`src/rtl/lcd_pkg.sv`:
```
// Shared constants for the LCD timing/pattern generator: mode encodings,
// run-state encoding, default 800x480 panel timing and the colour-bar table.
package lcd_pkg;

    typedef enum logic [1:0] {
        MODE_SOLID = 2'b00,
        MODE_BARS  = 2'b01,
        MODE_CHECK = 2'b10,
        MODE_RAMP  = 2'b11
    } mode_e;

    typedef enum logic [1:0] {
        ST_IDLE = 2'b00,
        ST_ARM  = 2'b01,
        ST_RUN  = 2'b10
    } run_state_e;

    localparam int DEF_CLK_DIV  = 2;
    localparam int DEF_H_SYNC   = 1;
    localparam int DEF_H_BP     = 45;
    localparam int DEF_H_ACTIVE = 800;
    localparam int DEF_H_FP     = 210;
    localparam int DEF_V_SYNC   = 1;
    localparam int DEF_V_BP     = 22;
    localparam int DEF_V_ACTIVE = 480;
    localparam int DEF_V_FP     = 22;
    localparam int DEF_SYNC_POL = 0;
    localparam int DEF_CW       = 8;

    // {R,G,B} on/off per bar, bar 0 in the low bits: white, yellow, cyan,
    // green, magenta, red, blue, black.
    localparam logic [23:0] BAR_TABLE = {3'b000, 3'b001, 3'b100, 3'b101,
                                         3'b010, 3'b011, 3'b110, 3'b111};

    function automatic logic [2:0] bar_bits(input logic [2:0] idx);
        return BAR_TABLE[3 * int'(idx) +: 3];
    endfunction

endpackage

```
`src/rtl/lcd_pattern_rom.sv`:
```
// Combinational test-pattern source: maps the active-area coordinate and the
// frame's shadowed mode to a pixel colour. Needs XW, YW >= 6 for the checkerboard.
module lcd_pattern_rom
    import lcd_pkg::*;
#(
    parameter int CW       = 8,
    parameter int XW       = 11,
    parameter int YW       = 10,
    parameter int H_ACTIVE = 800
) (
    input  mode_e              mode,
    input  logic [XW-1:0]      x,
    input  logic [YW-1:0]      y,
    input  logic [3*CW-1:0]    fg_rgb,
    output logic [3*CW-1:0]    rgb
);

    localparam int BAR_W = (H_ACTIVE / 8 > 0) ? H_ACTIVE / 8 : 1;

    logic [XW-1:0] bar_full_s;
    logic [2:0]    bar_idx_s;
    logic [2:0]    bar_on_s;
    logic [CW-1:0] ramp_s;
    logic          check_odd_s;

    // Pattern selection
    always_comb begin
        bar_full_s  = x / XW'(BAR_W);
        bar_idx_s   = (bar_full_s > XW'(7)) ? 3'd7 : bar_full_s[2:0];
        bar_on_s    = bar_bits(bar_idx_s);
        ramp_s      = CW'(({CW'(0), x} << CW) / (XW + CW)'(H_ACTIVE));
        check_odd_s = ((x & XW'(32)) != XW'(0)) ^ ((y & YW'(32)) != YW'(0));
        rgb         = fg_rgb;
        case (mode)
            MODE_SOLID: rgb = fg_rgb;
            MODE_BARS:  rgb = {{CW{bar_on_s[2]}}, {CW{bar_on_s[1]}}, {CW{bar_on_s[0]}}};
            MODE_CHECK: rgb = check_odd_s ? {(3 * CW){1'b0}} : fg_rgb;
            MODE_RAMP:  rgb = {ramp_s, ramp_s, ramp_s};
            default:    rgb = fg_rgb;
        endcase
    end

endmodule

```
`src/rtl/lcd_timing_pattern_gen.sv`:
```
// Parametrised LCD panel timing generator: pixel-clock divider, h/v counters,
// sync/DEN generation and frame-synchronous test pattern output.
module lcd_timing_pattern_gen
    import lcd_pkg::*;
#(
    parameter int CLK_DIV  = DEF_CLK_DIV,
    parameter int H_SYNC   = DEF_H_SYNC,
    parameter int H_BP     = DEF_H_BP,
    parameter int H_ACTIVE = DEF_H_ACTIVE,
    parameter int H_FP     = DEF_H_FP,
    parameter int V_SYNC   = DEF_V_SYNC,
    parameter int V_BP     = DEF_V_BP,
    parameter int V_ACTIVE = DEF_V_ACTIVE,
    parameter int V_FP     = DEF_V_FP,
    parameter int SYNC_POL = DEF_SYNC_POL,
    parameter int CW       = DEF_CW,
    localparam int H_TOTAL = H_SYNC + H_BP + H_ACTIVE + H_FP,
    localparam int V_TOTAL = V_SYNC + V_BP + V_ACTIVE + V_FP,
    localparam int XW      = $clog2(H_TOTAL),
    localparam int YW      = $clog2(V_TOTAL)
) (
    input  logic              CLK,
    input  logic              RST,
    input  logic              EN,
    input  logic [1:0]        MODE,
    input  logic [3*CW-1:0]   FG_RGB,
    output logic              NCLK,
    output logic              GREST,
    output logic              HD,
    output logic              VD,
    output logic              DEN,
    output logic [CW-1:0]     R,
    output logic [CW-1:0]     G,
    output logic [CW-1:0]     B,
    output logic [XW-1:0]     X,
    output logic [YW-1:0]     Y,
    output logic [15:0]       FRAME_CNT,
    output logic              FRAME_STB
);

    localparam int   DW       = $clog2(CLK_DIV);
    localparam int   HALF     = CLK_DIV / 2;
    localparam int   HA_START = H_SYNC + H_BP;
    localparam int   HA_END   = HA_START + H_ACTIVE;
    localparam int   VA_START = V_SYNC + V_BP;
    localparam int   VA_END   = VA_START + V_ACTIVE;
    localparam logic SYNC_ACT = (SYNC_POL != 0);

    logic [DW-1:0]   div_cnt_r, div_nxt_s;
    logic            tick_s, nclk_r;
    run_state_e      state_r, state_nxt_s;
    logic [XW-1:0]   h_r, h_nxt_s, x_nxt_s, x_r;
    logic [YW-1:0]   v_r, v_nxt_s, y_nxt_s, y_r;
    mode_e           mode_r, mode_nxt_s;
    logic            present_s, frame_end_s, den_nxt_s, hs_s, vs_s;
    logic [3*CW-1:0] pat_rgb_s, rgb_r;
    logic            grest_r, hd_r, vd_r, den_r, frame_stb_r;
    logic [15:0]     frame_cnt_r;

    // Pixel-clock divider; tick is the CLK cycle where NCLK falls
    always_ff @(posedge CLK or posedge RST) begin
        if (RST) begin
            div_cnt_r <= DW'(0);
            nclk_r    <= 1'b0;
        end else begin
            div_cnt_r <= div_nxt_s;
            nclk_r    <= (int'(div_nxt_s) >= HALF);
        end
    end

    // Run FSM and raster counters; ARM holds the panel idle for one tick after GREST rises
    always_comb begin
        tick_s      = (div_cnt_r == DW'(CLK_DIV - 1));
        div_nxt_s   = tick_s ? DW'(0) : div_cnt_r + DW'(1);
        state_nxt_s = state_r;
        h_nxt_s     = h_r;
        v_nxt_s     = v_r;
        present_s   = 1'b0;
        frame_end_s = 1'b0;
        case (state_r)
            ST_IDLE: begin
                if (EN) begin
                    state_nxt_s = ST_ARM;
                end else begin
                    state_nxt_s = ST_IDLE;
                end
                h_nxt_s = XW'(0);
                v_nxt_s = YW'(0);
            end
            ST_ARM: begin
                if (EN) begin
                    state_nxt_s = ST_RUN;
                    present_s   = 1'b1;
                end else begin
                    state_nxt_s = ST_IDLE;
                end
                h_nxt_s = XW'(0);
                v_nxt_s = YW'(0);
            end
            ST_RUN: begin
                if (!EN) begin
                    state_nxt_s = ST_IDLE;
                    h_nxt_s     = XW'(0);
                    v_nxt_s     = YW'(0);
                end else if (int'(h_r) == H_TOTAL - 1) begin
                    present_s = 1'b1;
                    h_nxt_s   = XW'(0);
                    if (int'(v_r) == V_TOTAL - 1) begin
                        v_nxt_s     = YW'(0);
                        frame_end_s = 1'b1;
                    end else begin
                        v_nxt_s = v_r + YW'(1);
                    end
                end else begin
                    present_s = 1'b1;
                    h_nxt_s   = h_r + XW'(1);
                end
            end
            default: begin
                state_nxt_s = ST_IDLE;
                h_nxt_s     = XW'(0);
                v_nxt_s     = YW'(0);
            end
        endcase
    end

    // Next-pixel timing decode; outputs are registered from these so DEN, X, Y and RGB align
    always_comb begin
        hs_s       = present_s && (int'(h_nxt_s) < H_SYNC);
        vs_s       = present_s && (int'(v_nxt_s) < V_SYNC);
        den_nxt_s  = present_s
                     && (int'(h_nxt_s) >= HA_START) && (int'(h_nxt_s) < HA_END)
                     && (int'(v_nxt_s) >= VA_START) && (int'(v_nxt_s) < VA_END);
        x_nxt_s    = den_nxt_s ? h_nxt_s - XW'(HA_START) : XW'(0);
        y_nxt_s    = den_nxt_s ? v_nxt_s - YW'(VA_START) : YW'(0);
        mode_nxt_s = (present_s && h_nxt_s == XW'(0) && v_nxt_s == YW'(0)) ? mode_e'(MODE) : mode_r;
    end

    lcd_pattern_rom #(
        .CW       (CW),
        .XW       (XW),
        .YW       (YW),
        .H_ACTIVE (H_ACTIVE)
    ) u_pattern_rom (
        .mode   (mode_nxt_s),
        .x      (x_nxt_s),
        .y      (y_nxt_s),
        .fg_rgb (FG_RGB),
        .rgb    (pat_rgb_s)
    );

    // Panel-side registers, advanced only on the pixel tick
    always_ff @(posedge CLK or posedge RST) begin
        if (RST) begin
            state_r     <= ST_IDLE;
            h_r         <= XW'(0);
            v_r         <= YW'(0);
            mode_r      <= MODE_SOLID;
            grest_r     <= 1'b0;
            hd_r        <= ~SYNC_ACT;
            vd_r        <= ~SYNC_ACT;
            den_r       <= 1'b0;
            rgb_r       <= {(3 * CW){1'b0}};
            x_r         <= XW'(0);
            y_r         <= YW'(0);
            frame_cnt_r <= 16'd0;
        end else if (tick_s) begin
            state_r     <= state_nxt_s;
            h_r         <= h_nxt_s;
            v_r         <= v_nxt_s;
            mode_r      <= mode_nxt_s;
            grest_r     <= (state_nxt_s != ST_IDLE);
            hd_r        <= hs_s ? SYNC_ACT : ~SYNC_ACT;
            vd_r        <= vs_s ? SYNC_ACT : ~SYNC_ACT;
            den_r       <= den_nxt_s;
            rgb_r       <= den_nxt_s ? pat_rgb_s : {(3 * CW){1'b0}};
            x_r         <= x_nxt_s;
            y_r         <= y_nxt_s;
            frame_cnt_r <= frame_end_s ? frame_cnt_r + 16'd1 : frame_cnt_r;
        end else begin
            state_r <= state_r;
        end
    end

    // One-CLK strobe on the frame-end tick
    always_ff @(posedge CLK or posedge RST) begin
        if (RST) begin
            frame_stb_r <= 1'b0;
        end else begin
            frame_stb_r <= tick_s & frame_end_s;
        end
    end

    assign NCLK      = nclk_r;
    assign GREST     = grest_r;
    assign HD        = hd_r;
    assign VD        = vd_r;
    assign DEN       = den_r;
    assign R         = rgb_r[3*CW-1 -: CW];
    assign G         = rgb_r[2*CW-1 -: CW];
    assign B         = rgb_r[CW-1:0];
    assign X         = x_r;
    assign Y         = y_r;
    assign FRAME_CNT = frame_cnt_r;
    assign FRAME_STB = frame_stb_r;

endmodule

```
`config.mk`:
```
export PLATFORM = sky130hd
export DESIGN_NAME = lcd_timing_pattern_gen
export DESIGN_NICKNAME = d
export VERILOG_FILES = /design/src/rtl/lcd_pkg.sv /design/src/rtl/lcd_pattern_rom.sv /design/src/rtl/lcd_timing_pattern_gen.sv
export SDC_FILE = /design/constraint.sdc
export NUM_CORES = 1
export LEC_CHECK = 0
export CAP_MARGIN = 15
export CORE_MARGIN = 2
export CORE_UTILIZATION = 35
export DETAILED_ROUTE_END_ITERATION = 6
export DONT_BUFFER_PORTS = 1
export GPL_TIMING_DRIVEN = 0
export MAX_ROUTING_LAYER = met4
export RECOVER_POWER = 100
export SETUP_SLACK_MARGIN = 0.02
export SLEW_MARGIN = 20
export SYNTH_ARGS = -nofsm -noshare
export SYNTH_HDL_FRONTEND = slang
export SYNTH_SLANG_ARGS = --single-unit
```
`constraint.sdc`:
```
create_clock -name CLK -period 25.2 [get_ports CLK]
set_input_delay 2.52 -clock CLK [delete_from_list [all_inputs] [get_ports CLK]]
set_output_delay 2.52 -clock CLK [all_outputs]
set_load 0.1 [all_outputs]
```
### After elaboration in Yosys (flattened, before gate mapping)

Index checks and enable logic that the tools add are counted.

| storage, ports and cells | value |
|---|---|
| word-level logic and storage cells | 84 |
| bits in registers | 93 |
| bits of input ports | 29 |
| output and inout bits | 67 |

| operators by class | value |
|---|---|
| mux-type cells | 27 |
| shifts and indexed selects | 1 |
| reductions and logical operators | 15 |
| div/mod/pow operators | 2 |
| add/subtract/negate cells | 6 |
| equal/unequal tests | 7 |
| order comparisons | 8 |
| multiply operators | 1 |
| bitwise gates (word level) | 2 |

Operator list:

| operator | number |
|---|---|
| 24-bit one-hot mux with 4 select lines | 1 |
| 10-bit two-way mux | 5 |
| 24-bit two-way mux | 2 |
| 11-bit two-way mux | 4 |
| 24-bit by 32-bit variable part select with 3-bit output (first input constant) | 1 |
| 19-bit by 10-bit divider with 19-bit output (second input constant) | 1 |
| 16-bit by 1-bit adder with 16-bit output (second input constant) | 1 |
| 11-bit by 1-bit adder with 11-bit output (second input constant) | 1 |
| 11-bit by 7-bit divider with 11-bit output (second input constant) | 1 |
| 11-bit == test (second input constant) | 1 |
| 11-bit by 6-bit greater-or-equal comparator with 1-bit output (second input constant) | 1 |
| 11-bit by 3-bit > comparator with 1-bit output (second input constant) | 1 |
| 11-bit logical NOT | 1 |
| 11-bit by 1-bit < comparator with 1-bit output (second input constant) | 1 |
| 11-bit by 10-bit < comparator with 1-bit output (second input constant) | 1 |
| 11-bit by 6-bit subtractor with 11-bit output (second input constant) | 1 |
| 10-bit by 1-bit adder with 10-bit output (second input constant) | 1 |
| 10-bit == test (second input constant) | 1 |
| 10-bit by 5-bit greater-or-equal comparator with 1-bit output (second input constant) | 1 |
| 10-bit logical NOT | 1 |
| 10-bit by 1-bit < comparator with 1-bit output (second input constant) | 1 |
| 10-bit by 9-bit < comparator with 1-bit output (second input constant) | 1 |
| 1-bit two-way mux | 10 |
| 10-bit by 5-bit subtractor with 10-bit output (second input constant) | 1 |
| 15 further kinds | 28 |

### Logic depth before layout (Yosys ltp)

Gate-level depths: netlist (run 1).

| logic depth | value |
|---|---|
| word-level depth | 17 |
| mapped depth | 48 |
| depth with buffers taken out | 44 |

### Hierarchy

From an unflattened synthesis (run 1), not the netlist that was laid out.

| second synthesis, totals | value |
|---|---|
| cells, all modules | 989 |
| area total of the unflattened synthesis | 8175.3 µm² |

By module, submodules not included:

| module | cells each | area an instance (µm²) | instances | sequential area each (µm²) |
|---|---|---|---|---|
| lcd_timing_pattern_gen | 580 | 5427.7 | 1 | 2304.7 |
| lcd_pattern_rom | 409 | 2747.6 | 1 | 0.0 |

### Worst setup path before layout (run 1)

OpenSTA, ideal clock, no wires.

| timing path | value |
|---|---|
| path kind | input-to-reg |
| from | input port EN |
| to | register rgb_r[16] |
| data arrival time | 11.590 ns |
| library setup time | 0.125 ns |
| path slack | 13.485 ns |
| buffers on the path | 2 |
| data required time | 25.075 ns |
| cell stages on the path | 41 |
| path through | and2_1 > clkbuf_1 > nand2_1 > inv_1 > ha_1 > nor2b_1 > mux2i_1 > a221oi_2 > xor2_1 > o32ai_2 > o21ai_1 > o21ai_2 > nor3_1 > or4_1 > o41a_1 > nand4_4 > o21ai_4 > xnor2_1 > (+5 left out) > o31ai_1 > o21ai_0 > and2_1 > ha_1 > or3_1 > mux2_2 > a31oi_1 > buf_2 > xnor2_1 > ha_1 > inv_1 > o211ai_1 > o31ai_1 > or4_1 > or3b_1 > a21oi_1 > o32ai_1 > a211o_1 |

| on the way | value |
|---|---|
| word-level cells in the longest chain between the ends | 15 |
| elaborated cells on any way between the ends | 37 |

Ends and longest elaborated chain:

| element | line | source |
|---|---|---|
| from (decl) | lcd_timing_pattern_gen.sv:24 | `input logic EN,` |
| 11-bit two-way mux (*) | lcd_timing_pattern_gen.sv:101 | `if (!EN) begin` |
| 11-bit two-way mux (*) | lcd_timing_pattern_gen.sv:80 | `case (state_r)` |
| named net h_nxt_s[2] | lcd_timing_pattern_gen.sv:52 | `logic [XW-1:0] h_r, h_nxt_s, x_nxt_s, x_r;` |
| parallel branches: the longest is 12 deep, another holds 19-bit by 10-bit divider with 19-bit output | n/a |  |
| 24-bit two-way mux (*) | lcd_timing_pattern_gen.sv:176 | `rgb_r <= den_nxt_s ? pat_rgb_s : {(3 * CW){1'b0}};` |
| to (signal assigned) | lcd_timing_pattern_gen.sv:163 | `rgb_r <= {(3 * CW){1'b0}};` |
| to (signal assigned) | lcd_timing_pattern_gen.sv:176 |  |
| to (decl) | lcd_timing_pattern_gen.sv:56 | `logic [3*CW-1:0] pat_rgb_s, rgb_r;` |

Mark *: on every way through the listed nets, which the timed path passes.
A chain may end at the register's enable or synchronous reset.

### Final worst setup path (run 1)

Ends and elaborated chain as after synthesis.

==> results of run 1 <==
## tightest hold or removal path, cell delays in order (launching register included)
cell	delay (ns)
dfrtp_1	0.35
nor2_1	0.04
a21oi_1	0.10
## state kept, by name, indices dropped and copies added, names as in the netlist
register and flops:
DEN 1, Y 10, VD 1, FRAME_STB 1, rgb_r 24, HD 1
h_r 11, GREST 1, state_r 2, X 11, div_cnt_r 1, FRAME_CNT 16
mode_r 2, v_r 10
## area by class of cell
| cell class | count | area, um2 | area share |
|---|---|---|---|
| antenna | 1 | 2.50 | 0.000292 |
| buffer | 51 | 218 | 0.0254 |
| clock buffer | 9 | 225 | 0.0263 |
| clock inverter | 7 | 86.3 | 0.0101 |
| inverter | 31 | 118 | 0.0137 |
| multi-input combinational | 756 | 5250 | 0.613 |
| sequential | 92 | 2300 | 0.269 |
| tap | 285 | 357 | 0.0417 |
| timing repair buffer | 1 | 3.75 | 0.000438 |
## layout by cell type, fill, tap and decap left out, types with 11 or more instances in the layout
master | netlist | final
a211oi_1 | 29 | 29
a21o_1 | 12 | 12
a21oi_1 | 39 | 41
a31oi_1 | 11 | 12
clkbuf_1 | 38 | 43
dfrtp_1 | 90 | 90
ha_1 | 19 | 19
inv_1 | 30 | 30
mux2_2 | 24 | 20
mux2i_1 | 14 | 14
nand2_1 | 86 | 86
nand3_1 | 38 | 38
nand4_1 | 14 | 15
nor2_1 | 82 | 82
nor3_1 | 25 | 27
nor4_1 | 12 | 12
o211ai_1 | 11 | 11
o21a_1 | 11 | 11
o21ai_0 | 37 | 40
o2bb2ai_1 | 26 | 26
o31ai_1 | 12 | 13
or3_1 | 16 | 16
xnor2_1 | 35 | 35
xor2_1 | 17 | 17
## cell families (layout without fill, tap and decap cells)
kind of cell             count (synthesis)  after routing  synth area share
multiplexers                            42             42            0.0582
AO/OA/AOI/OAI                          290            290             0.295
AND/OR/NAND/NOR                        351            351             0.226
other                                    0              1                 0
buffers and inverters                   82             99            0.0434
adder cells (fa/ha/maj)                 19             19            0.0297
flip-flops                              92             92             0.287
XOR/XNOR                                54             54            0.0609
## report_power, final
group	switching (mW)	internal [mW]	total [mW]
clock network	0.0733	0.0718	0.145
logic	0.0329	0.0167	0.0496
registers	0.00871	0.151	0.159
## path summary, 6_finish.rpt
| path | to | cells after the start | startpoint |
|---|---|---|---|
| setup / recovery | rgb_r[16]$_DFFE_PP0P_ | 42 | EN |
| hold / removal | mode_r[1]$_DFFE_PP0P_ | 2 | mode_r[1]$_DFFE_PP0P_ |
| setup reg to reg | rgb_r[16]$_DFFE_PP0P_ | 45 | h_r[0]$_DFFE_PP0P_ |
| hold reg to reg | mode_r[1]$_DFFE_PP0P_ | 2 | mode_r[1]$_DFFE_PP0P_ |
| max in group asynchronous | X[8]$_DFFE_PP0P_ | 2 | RST |
| min in group asynchronous | rgb_r[10]$_DFFE_PP0P_ | 1 | RST |
## layer usage
metal | wire length [um] | track usage
met3 | 1860 | 0.0448
met1 | 11200 | 0.284
met2 | 10900 | 0.312
met4 | 620 | 0.0716
met5 | 0 | -
==> run_results.csv, run 1 <==
group,metric,value,unit
outcome,outcome,"complete, but fails checks",
outcome,violations,"max-capacitance violations, max-slew violations",
logic_synthesis,synth_edf_count,0,
floorplanning,die_h,155,um
logic_synthesis,syn_area,0.00802,mm2
setup_path,crit_type,"in -> reg",
cells_and_area,final_area,0.00856,mm2
clocking,clk_pin_slew_worst_paths,0.08,ns
place,detailed_place_hpwl,18700,um
logic_synthesis,yosysMostFrequentCell,"dfrtp_1",
drt,viasPerCell,6.11,
timing,whs,0.533,ns
clocking,cts_sinks,92,
setup_path,endpoint_kind,"flip-flop",
logic_synthesis,yosys.area.top_type,"dfrtp_1",
cells_and_area,filler_cell_count,2367,
power,total_power,0.354,mW
drt,wirelength,24500,um
timing,slew_headroom,-1.68,
clocking,clock_latency,0.36,ns
drt,num_vias,7537,
cells_and_area,nNetsFinal,990,
cells_and_area,syn2layout_area_growth,6.79,%
global_routing,grt_pass1_wl,39700,um
drt,drt_iter0_drc,688,
timing,setup_tns,0,ns
drt,firstDrtPassIters,5,
drt,route.detailed.drc,0,
setup_path,slowest_stage,"o21ai_0",
timing,rsz0062_at_grt,"false",
power,max-vdd-ir-drop,0.0375,mV
setup_path,path_max_fanout,10,
floorplanning,core_area,0.0226,mm2
timing,finalClockSkew,0.0163,ns
logic_synthesis,synthTopCellsByCount,"dfrtp_1 (90), nand2_1 (86), nor2_1 (82)",
setup_path,r2r_slack,9.50,ns
place,numPortBuffers,0,
job,maxCapViolations,2,
hold_path,hp-class,"reg -> reg",
clocking,htreeDepth,3,
timing,post-route-period-util,0.649,
global_routing,grt_max_degree,73,
floorplanning,die-area,0.0241,mm2
place,place_area,0.00841,mm2
setup_path,crit_buf_inv,4,
setup_path,required,25.44,ns
clocking,cts_tree,"built",
timing,hold_violations,0,
global_routing,antenna_found_initial,1,
logic_synthesis,synth_cell_types,104,
clocking,root_buffer,"clkbuf_16",
cells_and_area,fin_util,0.379,
floorplanning,ios,96,
place,gp_congestion,0.861,
logic_synthesis,postSynthAreaPerCell,8.62,um2
logic_synthesis,synth_flop_cell,"dfrtp_1",
clocking,postCtsSetupBuffers,0,
logic_synthesis,synth_cells,930,
cells_and_area,drive_gt1_frac,0.0855,
setup_path,path_delay_family,"compound AO/OA/AOI/OAI gates",
timing,worstMarginPinSlew,4.03,ns
logic_synthesis,netlist.area_leader.share,0.281,
clocking,cts_resized,0,
clocking,numCtsBuffers,9,
setup_path,critPathMaxStageDelay,1.35,ns
timing,timing.fmax,0.0612,GHz
timing,setup_slack,8.85,ns
power,p_leak,3.33,nW
timing,setup_viol,0,
place,dp.cells,1216,
floorplanning,num_rows,55,
logic_synthesis,yosys_warnings,0,
setup_path,cp_data_arrival_time,16.59,ns
drt,ant_nets,0,
cells_and_area,layout.cells.non_filler,1233,
logic_synthesis,syn_nets,978,
drt,wire_per_inst,19.9,um
global_routing,grt_pass1_vias,7302,
global_routing,grt_overflow,0,
floorplanning,initial_core_util,0.355,
power,powerDensity,41.4,mW/mm2
setup_path,worst_path_most_repeated_cell,"ha_1",
timing,final_max_slew_viol_count,82,
clocking,clock_path_buffers,2,
logic_synthesis,synth_seq_cells,92,
place,dpl_worst_slack,11.63,ns
setup_path,worst_setup_path_start_kind,"primary input",
logic_synthesis,async_flop_share,1.00,
floorplanning,die_x,155,um
logic_synthesis,ys_seq_area_frac,0.287,
clocking,postCtsHoldBufs,0,
logic_synthesis,yosys-top-cells-area,"dfrtp_1 (28%), nand2_1 (4.0%), nor2_1 (3.8%)",
global_routing,track_usage,0.210,
timing,min_period,16.35,ns
Power figures use the tool's default switching activity.
==> run 2: changes to the inputs <==
clock period = 16.6 ns   (was 25.2 ns; I/O delays follow)
==> run 2 against run 1 <==
Against the previous run:
- the run still ends with max-capacitance violations, max-slew violations left
- register-to-register slack got worse by 6.9 ns
- sequential power rose by 52%
- final cell count did not move
- combinational power rose by 53%
- final area rose by 0.96%
- non-clock buffer count did not move
- first-iteration DRC count fell by 2.0%
==> run_results.csv, run 2 (synthesis gave the netlist of run 1 again) <==
group,metric,value,unit
clocking,postCtsSetupBuffers,0,
drt,wire_per_inst,19.9,um
timing,rsz0062_at_grt,"false",
outcome,violations,"max-capacitance violations, max-slew violations",
setup_path,cp_data_arrival_time,14.27,ns
place,numPortBuffers,0,
job,maxCapViolations,2,
timing,hold_violations,0,
setup_path,crit_type,"reg -> reg",
global_routing,grt_pass1_vias,7302,
power,total_power,0.538,mW
global_routing,grt_max_degree,73,
setup_path,worst_path_most_repeated_cell,"ha_1",
drt,route.detailed.drc,0,
cells_and_area,final_cell_mix,"dfrtp_1 (90), nand2_1 (86), nor2_1 (82), a21oi_1 (41), clkbuf_1 (40)",
timing,min_period,14.03,ns
setup_path,critPathMaxStageDelay,0.90,ns
clocking,postCtsHoldBufs,0,
cells_and_area,drive_gt1_frac,0.0982,
timing,whs,0.533,ns
floorplanning,die-area,0.0241,mm2
drt,viasPerCell,6.08,
global_routing,track_usage,0.210,
place,gp_congestion,0.861,
place,detailed_place_hpwl,18700,um
clocking,clk_pin_slew_worst_paths,0.08,ns
clocking,htreeDepth,3,
power,powerDensity,62.3,mW/mm2
clocking,cts_sinks,92,
global_routing,grt_pass1_wl,39700,um
clocking,clock_path_buffers,2,
cells_and_area,filler_cell_count,2354,
drt,firstDrtPassIters,7,
power,p_leak,3.35,nW
global_routing,grt_overflow,0,
timing,finalClockSkew,0.0164,ns
outcome,outcome,"complete, but fails checks",
setup_path,slowest_stage,"nor3_1",
clocking,cts_resized,0,
place,dp.cells,1216,
timing,setup_viol,0,
floorplanning,die_h,155,um
global_routing,antenna_found_initial,1,
timing,post-route-period-util,0.845,
setup_path,endpoint_kind,"flip-flop",
power,max-vdd-ir-drop,0.0568,mV
setup_path,worst_setup_path_start_kind,"flip-flop",
cells_and_area,syn2layout_area_growth,7.82,%
drt,drt_iter0_drc,674,
timing,timing.fmax,0.0713,GHz
drt,num_vias,7498,
clocking,root_buffer,"clkbuf_16",
cells_and_area,layout_commonest_cell,"dfrtp_1",
floorplanning,core_area,0.0226,mm2
clocking,clock_latency,0.36,ns
floorplanning,num_rows,55,
drt,ant_nets,0,
clocking,cts_tree,"built",
drt,wirelength,24500,um
timing,worstMarginPinSlew,4.05,ns
cells_and_area,layout.cells.non_filler,1233,
clocking,numCtsBuffers,9,
floorplanning,die_x,155,um
cells_and_area,regMostFlops,"rgb_r",
hold_path,hp-class,"reg -> reg",
timing,slew_headroom,-1.70,
setup_path,path_max_fanout,10,
setup_path,required,16.85,ns
timing,setup_tns,0,ns
cells_and_area,nNetsFinal,990,
cells_and_area,largest_reg_flops,24,
floorplanning,initial_core_util,0.355,
timing,final_max_slew_viol_count,84,
floorplanning,ios,96,
==> run 2: path summary, 6_finish.rpt <==
kind	startpoint	to	slack (ns)	cells after the start
worst max-delay path	h_r[0]$_DFFE_PP0P_	rgb_r[16]$_DFFE_PP0P_	2.57	45
worst max register to register	h_r[0]$_DFFE_PP0P_	rgb_r[16]$_DFFE_PP0P_	2.57	45
worst min-delay path	mode_r[1]$_DFFE_PP0P_	mode_r[1]$_DFFE_PP0P_	0.53	2
min in group asynchronous	RST	rgb_r[10]$_DFFE_PP0P_	1.31	1
max in group asynchronous	RST	X[8]$_DFFE_PP0P_	10.99	2
worst min register to register	mode_r[1]$_DFFE_PP0P_	mode_r[1]$_DFFE_PP0P_	0.53	2
==> run 2: where the power goes <==
group | switching [mW] | total (mW) | internal, mW
combinational | 0.0500 | 0.0757 | 0.0256
clock | 0.111 | 0.220 | 0.109
sequential | 0.0132 | 0.242 | 0.229
total | 0.175 | 0.538 | 0.363
==> run 2: metrics by stage <==
stage               area (um2)  setup slack, ns   util
global placement          8370             3.94  0.371
finish                    8640             2.57  0.383
CTS                       8720             4.09  0.386
detailed placement        8410             3.89  0.372
global route              8640             1.55  0.383
floorplan                 8020             5.75      -
==> run 2: worst max-delay path, delay by kind of cell, from the launching register on <==
kind | cells | cell delay, ns
buf+inv | 6 | 0.93
xor+xnor | 1 | 0.34
mux | 2 | 0.56
simple gates | 17 | 5.99
flops | 1 | 0.44
compound gates | 14 | 4.26
fa+ha+maj | 5 | 1.37
==> run 2: area by class of cell <==
cell class | instances | area, um2 | area share
clock buffer | 9 | 225 | 0.0261
timing repair buffer | 1 | 3.75 | 0.000434
buffer | 51 | 231 | 0.0268
antenna | 1 | 2.50 | 0.000290
multi-input combinational | 756 | 5320 | 0.615
inverter | 31 | 118 | 0.0136
clock inverter | 7 | 86.3 | 0.00999
sequential | 92 | 2300 | 0.267
tap | 285 | 357 | 0.0413
==> run 2: layer usage <==
layer | share of wire | vias up | global-route usage
met3 | 0.064 | 31 | 0.0448
li1 | - | 3546 | -
met4 | 0.024 | 0 | 0.0716
met2 | 0.44 | 284 | 0.312
met5 | 0 | - | -
met1 | 0.47 | 3637 | 0.284
